File: src/rtl/axilite_csr_pkg.sv
// ============================================================================
// Module   : axilite_csr_pkg
// Brief    : Shared types and helpers for the AXI4-Lite CSR read/write paths.
// Revision : 1.0 - initial release
// ============================================================================
`default_nettype none

package axilite_csr_pkg;

    typedef enum logic [1:0] {
        RESP_OKAY   = 2'b00,
        RESP_SLVERR = 2'b10
    } axil_resp_t;

    typedef enum logic [1:0] {
        IDLE = 2'b00,
        WAIT = 2'b01,
        RESP = 2'b10
    } rd_state_t;

    // Word index of a byte address; callers keep as many low bits as they need.
    function automatic logic [31:0] csr_index(input logic [31:0] byte_addr);
        return {2'b00, byte_addr[31:2]};
    endfunction

endpackage

`default_nettype wire

File: src/rtl/axilite_csr_read_data.sv
// ============================================================================
// Module   : axilite_csr_read_data
// Brief    : AXI4-Lite read-data responder in front of the CSR register file.
//            Define AXIL_CSR_RD_SLVERR_EN to answer decode misses with SLVERR.
// Revision : 1.0 - initial release
// ============================================================================
`default_nettype none

module axilite_csr_read_data
    import axilite_csr_pkg::*;
#(
    parameter int ADDR_W     = 32,
    parameter int DATA_W     = 32,
    parameter int NUM_REGS   = 16,
    parameter int RD_LATENCY = 1
) (
    input  logic                        clk,
    input  logic                        rst_n,
    input  logic [ADDR_W-1:0]           addr,
    input  logic                        addr_good,
    input  logic                        arvalid,
    output logic                        arready,
    output logic                        deassert_addr,
    output logic                        csr_rd_en,
    output logic [$clog2(NUM_REGS)-1:0] csr_rd_addr,
    input  logic [DATA_W-1:0]           csr_rd_data,
    output logic [DATA_W-1:0]           rdata,
    output logic [1:0]                  rresp,
    output logic                        rvalid,
    input  logic                        rready
);

    localparam int         c_idx_w     = $clog2(NUM_REGS);
    localparam logic [1:0] c_wait_init = (RD_LATENCY > 0) ? 2'(RD_LATENCY - 1) : 2'd0;

`ifdef AXIL_CSR_RD_SLVERR_EN
    localparam axil_resp_t c_miss_resp = RESP_SLVERR;
`else
    localparam axil_resp_t c_miss_resp = RESP_OKAY;
`endif

    rd_state_t          r_state;
    logic [1:0]         r_cnt;
    logic               r_arready;
    logic               r_rvalid;
    logic [DATA_W-1:0]  r_rdata;
    axil_resp_t         r_rresp;

    logic [31:0]        w_index;
    logic               w_unused_index;
    logic               w_ar_hs;

    assign w_index        = csr_index(32'(addr));
    assign w_unused_index = ^w_index[31:c_idx_w];
    assign w_ar_hs        = arvalid && r_arready;

    // NUM_REGS is a power of two, so the sliced index is always in range and
    // addr_good alone decides a hit. Strobes fire in the handshake cycle so
    // that zero-latency register files can be captured on the same edge.
    assign deassert_addr = w_ar_hs;
    assign csr_rd_en     = w_ar_hs && addr_good;
    assign csr_rd_addr   = w_index[c_idx_w-1:0];

    assign arready = r_arready;
    assign rvalid  = r_rvalid;
    assign rdata   = r_rdata;
    assign rresp   = r_rresp;

    always_ff @(posedge clk or negedge rst_n) begin
        if (!rst_n) begin
            r_state   <= IDLE;
            r_cnt     <= 2'd0;
            r_arready <= 1'b1;
            r_rvalid  <= 1'b0;
            r_rdata   <= '0;
            r_rresp   <= RESP_OKAY;
        end else begin
            case (r_state)
                IDLE: begin
                    if (w_ar_hs) begin
                        r_arready <= 1'b0;
                        if (addr_good) begin
                            if (RD_LATENCY == 0) begin
                                r_rdata  <= csr_rd_data;
                                r_rresp  <= RESP_OKAY;
                                r_rvalid <= 1'b1;
                                r_state  <= RESP;
                            end else begin
                                r_cnt   <= c_wait_init;
                                r_state <= WAIT;
                            end
                        end else begin
                            r_rdata  <= '0;
                            r_rresp  <= c_miss_resp;
                            r_rvalid <= 1'b1;
                            r_state  <= RESP;
                        end
                    end
                end
                WAIT: begin
                    if (r_cnt == 2'd0) begin
                        r_rdata  <= csr_rd_data;
                        r_rresp  <= RESP_OKAY;
                        r_rvalid <= 1'b1;
                        r_state  <= RESP;
                    end else begin
                        r_cnt <= r_cnt - 2'd1;
                    end
                end
                RESP: begin
                    if (r_rvalid && rready) begin
                        r_rvalid  <= 1'b0;
                        r_arready <= 1'b1;
                        r_state   <= IDLE;
                    end
                end
                default: begin
                    r_state   <= IDLE;
                    r_arready <= 1'b1;
                    r_rvalid  <= 1'b0;
                end
            endcase
        end
    end

endmodule

`default_nettype wire

File: config.mk
export PLATFORM = sky130hd
export DESIGN_NAME = axilite_csr_read_data
export DESIGN_NICKNAME = d
export VERILOG_FILES = /design/src/rtl/axilite_csr_pkg.sv /design/src/rtl/axilite_csr_read_data.sv
export SDC_FILE = /design/constraint.sdc
export NUM_CORES = 1
export LEC_CHECK = 0
export ABC_AREA = 1
export BUFFER_PORTS_ARGS = -buffer_cell sky130_fd_sc_hd__buf_4
export CAP_MARGIN = 20
export CORE_AREA = 2 2 73 75
export CTS_CLUSTER_DIAMETER = 200
export DETAILED_ROUTE_END_ITERATION = 6
export DIE_AREA = 0 0 75 77
export GPL_TIMING_DRIVEN = 0
export PLACE_DENSITY = 0.67
export SLEW_MARGIN = 20
export SYNTH_ARGS = -nofsm -noshare
export SYNTH_HDL_FRONTEND = slang
export SYNTH_SLANG_ARGS = --single-unit
File: constraint.sdc
create_clock -name clk -period 2.18 [get_ports clk]
set_clock_uncertainty 0.2 [all_clocks]
set_input_delay 0.436 -clock clk [delete_from_list [all_inputs] [get_ports clk]]
set_output_delay 0.436 -clock clk [all_outputs]
set_load 0.01 [all_outputs]
# Word level (Yosys, flattened, before mapping)
# Index checks and enable logic that the tools add are counted.
# totals
input_bits,69
out_inout_bits,42
elab_cells,52
reg_bits,40
# classes
muxes,25
add_sub_neg,1
reduce_logical,11
eq_ne,8
bitwise_logic,1
# ops
operator,count
32-bit two-way mux,3
32-bit one-hot mux with 2 select lines,1
2-bit two-way mux,10
2-bit != test (second input constant),6
4-bit AND reduction,3
2-bit one-hot mux with 2 select lines,2
1-bit two-way mux,6
1-bit one-hot mux with 3 select lines,2
2-bit one-hot mux with 3 select lines,1
3-bit AND reduction,2
2-bit logical NOT,2
1-bit logical AND,3
2-bit by 1-bit equality test with 1-bit output (second input constant),1
2-bit equality test (second input constant),1
2-bit nonzero test,1
2-bit by 1-bit subtractor with 2-bit output (second input constant),1
1-bit inverter,1

# Depth between registers and ports, before layout
# Gate-level depths: netlist of run 1.
# depth
word_depth,3
depth_mapped,9
mapped_depth_nobuf,7

# Worst setup path before layout of run 1
# No wires, ideal clock.
# synth_path
kind,flip-flop to flip-flop
start,register r_cnt[0]
end,register r_rdata[12] (netlist: rdata[12])
stages_incl_launch_ff,10
n_path_buf,2
setup_time_ps,117
setup_slack_ps,602
required_ps,1863
arrival_ps,1261
synth_period_minus_slack_ps,1578
cell_sequence,dfrtp_1 > inv_1 > ha_1 > clkbuf_1 > o21ai_1 > inv_2 > nand2_2 > buf_2 > nand2_1 > nand2_1
# synth_between
elab_chain_len,3
# synth_rtl
element,line_no,source
start: declaration,axilite_csr_read_data.sv:43,logic [1:0] r_cnt;
start signal: assignment,axilite_csr_read_data.sv:89,r_cnt <= c_wait_init;
start signal: assignment,axilite_csr_read_data.sv:107,r_cnt <= r_cnt - 2'd1;
2-bit logical NOT,axilite_csr_read_data.sv:101,if (r_cnt == 2'd0) begin
2-bit != test (no line),n/a,
4-bit AND reduction (no line),n/a,
end signal: assignment,axilite_csr_read_data.sv:84,r_rdata <= csr_rd_data;
end signal: assignment,axilite_csr_read_data.sv:102,r_rdata <= csr_rd_data;
end: declaration,axilite_csr_read_data.sv:46,logic [DATA_W-1:0] r_rdata;
# No other way between the ends.
# A chain may end at the register's enable or synchronous reset.

# Worst setup path in the final report of run 1
# layout_path
start,register r_cnt[0]
end,register r_rdata[24] (netlist: rdata[24])
# The elaborated chain is that of the path after synthesis.

==> out/qor.yml, run 1 <==
global_route:
  grt_pass1_wl_um: 7534
  grt_usage_pct: 16.64
  grt_pass1_vias: 1602
  antenna_found_initial: 0
  grt.overflow.total: 0
  grt_start_max_net_pins: 39
timing:
  hold_viol: 0
  fin_hold_ws_ns: 0.2035
  max_freq_mhz: 550.3
  finalCriticalPeriod_ns: 1.817
  rsz0062_at_grt: "false"
  setup_tns_ns: 0
  setup_viol: 0
  slew_violations: 0
  finalCritPeriodShare_pct: 83.36
critical_path:
  cp-end-kind: "flip-flop"
  crit_buf_inv: 4
  crit_fanout: 10
  crit_path_frequent_cell: "nand2_1"
  max_stage_delay_ns: 0.38
  crit_slowest_cell: "dfrtp_1"
  worstPathCellList: "inv_1 -> ha_1 -> clkbuf_1 -> o21ai_1 -> inv_2 -> nand2_2 -> buf_2 -> nand2_1 -> nand2_1"
  start_kind: "flip-flop"
  crit_required_ns: 2.15
  critPathArrivalTime_ns: 1.79
  critPathKind: "reg -> reg"
  crit_family: "buffers and inverters"
flow_run:
  maxCapViolations: 0
cells_and_area:
  drive_above_1_share_pct: 36.56
  nets: 349
  antenna_cells: 0
  area_delta_synth_final_pct: 44.58
yosys:
  ys_warn_count: 0
  yosysSeqAreaShare_pct: 56.54
  yosysMostFrequentCell: "nand2_1"
  synth_cell_types: 19
  synth_compound_area_share_pct: 1.783
  synth_area_per_cell_um2: 8.681
  synth_area_leaders: "dfrtp_1 (55%), nand2_1 (17%), nand4_1 (12%), buf_4 (2.7%), buf_2 (2.1%)"
  synth_seq_cells: 38
  synth_enable_flop_cells: 0
  synth_xor_area_share_pct: 0
  async_flop_share_pct: 100.0
  yosys.area.top_type: "dfrtp_1"
  yosys.area_share.simple_pct: 32.62
  syn_inst: 194
  netlist.area_leader.share_pct: 54.98
  ys.flop_type: "dfrtp_1"
  netlist_top_cells_count: "nand2_1 (77), dfrtp_1 (37), nand4_1 (33), buf_2 (7), inv_1 (7)"
  netlist_area_um2: 1684
  synth_fa_ha_area_share_pct: 0.7429
  synth.area.mux_share_pct: 0
  synth_top_family_by_area: "simple AND/OR/NAND/NOR gates"
die:
  io_pins: 111
  dieArea_um2: 5775
  fp-row-count: 26
  chipHeight_um: 77
  start_util_pct: 33.84
  core_area_um2: 4977
  die_x_um: 75
placement:
  dp_hpwl_um: 3144
  place_congestion: 0.7424
  port_buffers: 76
power_and_ir_drop:
  power_density_nw_per_um2: 505.9
  peakVddDrop_uv: 303.0
  p_leak_nw: 1.396
routing:
  wl_per_cell_um: 12.56
  vias: 1599
  drt_iter0_markers: 157
  drc: 0
  via_per_inst: 4.582
  postRouteAntennaNets: 0
  drtPass1Iterations: 4
  drt_wl_total_um: 4383
clock_network:
  cts_setup_buffers: 0
  h-tree-depth: 2
  cts_buffers: 5
  clock_latency_ns: 0.28
  clock-root-buffer: "clkbuf_8"
  path_clk_slew_ns: 0.07
  cts_hold_buf: 1
  cts.path.max_buffers: 2
  cts_resized: 0
  clock_sinks: 38
  cts_tree: "done"
min_path:
  hold_path_class: "in -> reg"
status:
  status: "completed"
cells by family (layout without fill, tap and decap cells):
family | after synthesis | count (layout)
buf+inv | 28 | 112
other cells | 1 | 2
compound gates | 6 | 6
fa+ha+maj | 1 | 1
simple gates | 120 | 120
flops | 38 | 38
flip-flops by register name (all words and copies together) (netlist names):
register,count
arready,1
rdata,32
r_cnt,2
r_state,2
rvalid,1
per-layer routing:
metal / routed length, um / global-route usage [%] / up-vias
li1: - / - / 798
met1: 1906 / 21.07 / 745
met2: 2179 / 27.81 / 54
met3: 280 / 5.388 / 2
met4: 17 / 2.679 / 0
met5: 0 / 0 / -
final timing paths:
kind	start	end	slack, ns	cells after the start
min in group asynchronous	rst_n	r_state[1]$_DFFE_PN0P_	0.46	2
worst max register to register	r_cnt[0]$_DFFE_PN0P_	rdata[24]$_DFFE_PN0P_	0.36	9
worst max-delay path	r_cnt[0]$_DFFE_PN0P_	rdata[24]$_DFFE_PN0P_	0.36	9
worst min register to register	rdata[1]$_DFFE_PN0P_	rdata[1]$_DFFE_PN0P_	0.27	2
worst min-delay path	csr_rd_data[11]	rdata[11]$_DFFE_PN0P_	0.20	3
max in group asynchronous	rst_n	rdata[0]$_DFFE_PN0P_	0.97	2
worst min-delay path: cells and delay by family:
kind / cells / cell delay, ns
simple gates: 2 / 0.15
buf+inv: 1 / 0.07
final cells by class:
type | instances | area [um2]
Timing Repair Buffer | 77 | 580.6
Multi-Input combinational cell | 129 | 599.3
Clock buffer | 5 | 68.82
Tap cell | 70 | 87.58
Inverter | 9 | 33.78
Buffer | 19 | 102.6
Fill cell | 501 | 2542
Clock inverter | 2 | 10.01
Sequential cell | 38 | 952.2
power by group:
group | internal [mW] | leakage (nW) | switching [mW] | total [mW]
sequential | 0.705 | 0.522 | 0 | 0.705
combinational | 0.0537 | 0.830 | 0.0318 | 0.0855
clock | 0.214 | 0.0438 | 0.227 | 0.442
per-stage QoR:
stage	util [%]	worst slack [ns]	power [mW]	instance area, um2	std cells
5_1_grt	48.92	0.1224	1.288	2435	349
3_3_place_gp	47.13	0.3525	0.8034	2346	341
4_1_cts	48.92	0.3403	1.253	2435	349
6_report	48.92	0.3627	1.232	2435	349
3_5_place_dp	47.13	0.3603	0.8036	2346	341
2_1_floorplan	-	0.6018	0.7332	1688	195
cells in the final DEF, fill, tap and decap left out:
master / n
buf_2: 7
conb_1: 2
ha_1: 1
o21ai_1: 1
dfrtp_1: 37
clkinv_2: 2
nand3_1: 3
inv_2: 2
nor2_4: 1
clkbuf_8: 5
nand2_2: 2
buf_4: 82
inv_1: 7
nand2_1: 77
buf_1: 2
clkbuf_1: 4
o21ai_0: 4
dlygate4sd3_1: 1
dfstp_2: 1
nor2_1: 4
nand4_1: 33
a21oi_1: 1
Note: power is estimated with default switching activity, not from simulation.
==> run 2: changes to the inputs <==
PLACE_DENSITY = 0.69   (was 0.67)
clock period = 1.65 ns   (was 2.18 ns; I/O delays follow)
==> run 2 against run 1 <==
Against the previous run:
- flip-flop and latch count unchanged
- count of clock-buffer cells in the layout up 2
- via count up 1.0%
- power up 38%
- critical path depth down 6
- sequential power up 32%
- routed wire length up 2.1%
- largest power group unchanged
==> out/qor.yml, run 2 (synthesized netlist as in run 1, its figures left out) <==
timing:
  finalCritPeriodShare_pct: 98.10
  rsz0062_at_grt: "true"
  slew_violations: 0  # unchanged
  finalCriticalPeriod_ns: 1.619
  setup_viol: 0  # unchanged
  max_freq_mhz: 617.8
  fin_hold_ws_ns: 0.09445  # -0.1090 ns
  hold_viol: 0  # unchanged
routing:
  drtPass1Iterations: 4  # unchanged
  wl_per_cell_um: 12.75  # +1.5%
  vias: 1615  # +1.0%
  drt_wl_total_um: 4475  # +2.1%
  postRouteAntennaNets: 0  # unchanged
  drt_iter0_markers: 69  # -56%
  via_per_inst: 4.601  # +0.43%
  drc: 0  # unchanged
power_and_ir_drop:
  power_density_nw_per_um2: 671.4  # +33%
  peakVddDrop_uv: 416.3  # +37%
  p_switching_mw: 0.3559  # +37%
  fin_total_pwr_mw: 1.695  # +38%
  p_clk_share_pct: 38.3  # +2.4 points
  combinationalPowerShare_pct: 6.8  # about the same
  p_int_mw: 1.339  # +38%
  p_seq_share_pct: 54.9  # -2.3 points
  p_leak_nw: 1.453  # +4.1%
  switching_share_pct: 20.99  # -0.033 points
placement:
  dpl_cell_area_um2: 2346  # unchanged
  place_congestion: 0.7262  # -2.2%
  dp.cells: 341  # unchanged
  port_buffers: 76  # unchanged
  dp_hpwl_um: 3125  # -0.59%
status:
  status: "completed"
min_path:
  hold_path_class: "in -> reg"
die:
  dieArea_um2: 5775  # unchanged
  fp-row-count: 26  # unchanged
  start_util_pct: 33.84  # unchanged
  io_pins: 111  # unchanged
  chipHeight_um: 77  # unchanged
  core_area_um2: 4977  # unchanged
  die_x_um: 75  # unchanged
clock_network:
  clock-root-buffer: "clkbuf_8"
  cts_tree: "done"
  clock_latency_ns: 0.28  # about the same
  path_clk_slew_ns: 0.07  # about the same
  clock_sinks: 38  # unchanged
  h-tree-depth: 2  # unchanged
  cts.path.max_buffers: 2  # unchanged
  cts_buffers: 5  # unchanged
critical_path:
  crit_slowest_cell: "dfstp_2"
  crit_fanout: 4  # -6
  crit_family: "flip-flops"
  max_stage_delay_ns: 0.56  # +0.18 ns
  crit_required_ns: 1.12  # -1.03 ns
  worstPathCellList: "nand2_4 -> nor2_4 -> buf_6"
  critPathKind: "reg -> out"
  cp-end-kind: "output port"
  critPathArrivalTime_ns: 1.09  # -0.70 ns
  start_kind: "flip-flop"
  crit_buf_inv: 1  # -3
cells_and_area:
  final_cell_mix: "buf_4 (88), nand2_1 (76), dfrtp_1 (37)"
  drive_above_1_share_pct: 39.86  # +3.3 points
  final_area_um2: 2525  # +3.7%
  antenna_cells: 0  # unchanged
  final_cell_count_no_fill: 351  # +0.57%
  fill_cells: 517  # +3.2%
  nets: 350  # +0.29%
  area_delta_synth_final_pct: 49.93
  layout_commonest_cell: "buf_4"
  largest_reg_flops: 32  # unchanged
global_route:
  grt_pass1_vias: 1564  # -2.4%
  grt.overflow.total: 0  # unchanged
  grt_start_max_net_pins: 39  # unchanged
  grt_pass1_wl_um: 7238  # -3.9%
  antenna_found_initial: 0  # unchanged
  grt_usage_pct: 16.06  # -0.58 points
flow_run:
  maxCapViolations: 0  # unchanged
[run 2: changes by cell type in the layout (fill, tap and decap cells not counted), moves of 3 or more]
cell,delta
clkbuf_2,+5
clkbuf_1,-3
buf_2,-6
nand2_4,+3
buf_4,+6
[run 2: per-stage QoR]
step                util (%)  setup slack, ns  setup TNS, ns
floorplan                  -          0.07177              0
global route           50.73         -0.04509        -0.6425
global placement       47.13          -0.1817         -5.347
CTS                    50.00         -0.01202       -0.01202
detailed placement     47.13          -0.1966         -5.644
finish                 50.73          0.03141              0
[run 2: power groups by stage]
stage          Combinational, mW  Clock (mW)  Sequential, mW
5_1_grt                    0.128       0.707           0.930
6_report                   0.116       0.649           0.931
4_1_cts                    0.117       0.672           0.931
2_1_floorplan             0.0195           0           0.949
3_3_place_gp               0.113           0           0.949
3_5_place_dp               0.114           0           0.949
[run 2: worst paths after layout]
kind                                          to  slack (ns)  cells past startpoint                 start
setup / recovery                       csr_rd_en        0.03                      3   arready$_DFFE_PN1P_
hold / removal             rdata[10]$_DFFE_PN0P_        0.09                      3       csr_rd_data[10]
setup reg to reg           rdata[15]$_DFFE_PN0P_        0.06                      6   arready$_DFFE_PN1P_
hold reg to reg             rdata[3]$_DFFE_PN0P_        0.27                      2  rdata[3]$_DFFE_PN0P_
max in group asynchronous    arready$_DFFE_PN1P_        0.55                      2                 rst_n
min in group asynchronous  rdata[25]$_DFFE_PN0P_        0.36                      2                 rst_n
[run 2: layout make-up]
cell class / count / area, um2 / area share, %
Inverter: 9 / 33.78 / 1.338
Multi-Input combinational cell: 129 / 636.9 / 25.22
Sequential cell: 38 / 952.2 / 37.71
Clock buffer: 7 / 86.33 / 3.419
Buffer: 18 / 123.9 / 4.906
Clock inverter: 1 / 5.005 / 0.1982
Tap cell: 70 / 87.58 / 3.469
Timing Repair Buffer: 79 / 599.3 / 23.74
[run 2: routing by layer]
metal	global-route usage, %	wire length, um	vias up
li1	-	-	805
met1	21.25	1990	754
met2	26.14	2198	54
met3	4.205	268	2
met4	3.393	17	0
met5	0	0	-
[run 2: timing repair]
| item | 4_1_cts | 5_1_grt |
|---|---|---|
| setup endpoints to repair | 35 | 33 |
| buffers inserted | 2 | 0 |
| pin swaps | 1 | 2 |
| hold endpoints to repair | 37 | 0 |
| resized for setup | 8 | 19 |
| hold buffers | 1 | 0 |
[run 2: worst min-delay path: cells and delay by family]
kind / cells / cell delay [ns]
buffers and inverters: 1 / 0.07
AND/OR/NAND/NOR: 2 / 0.15
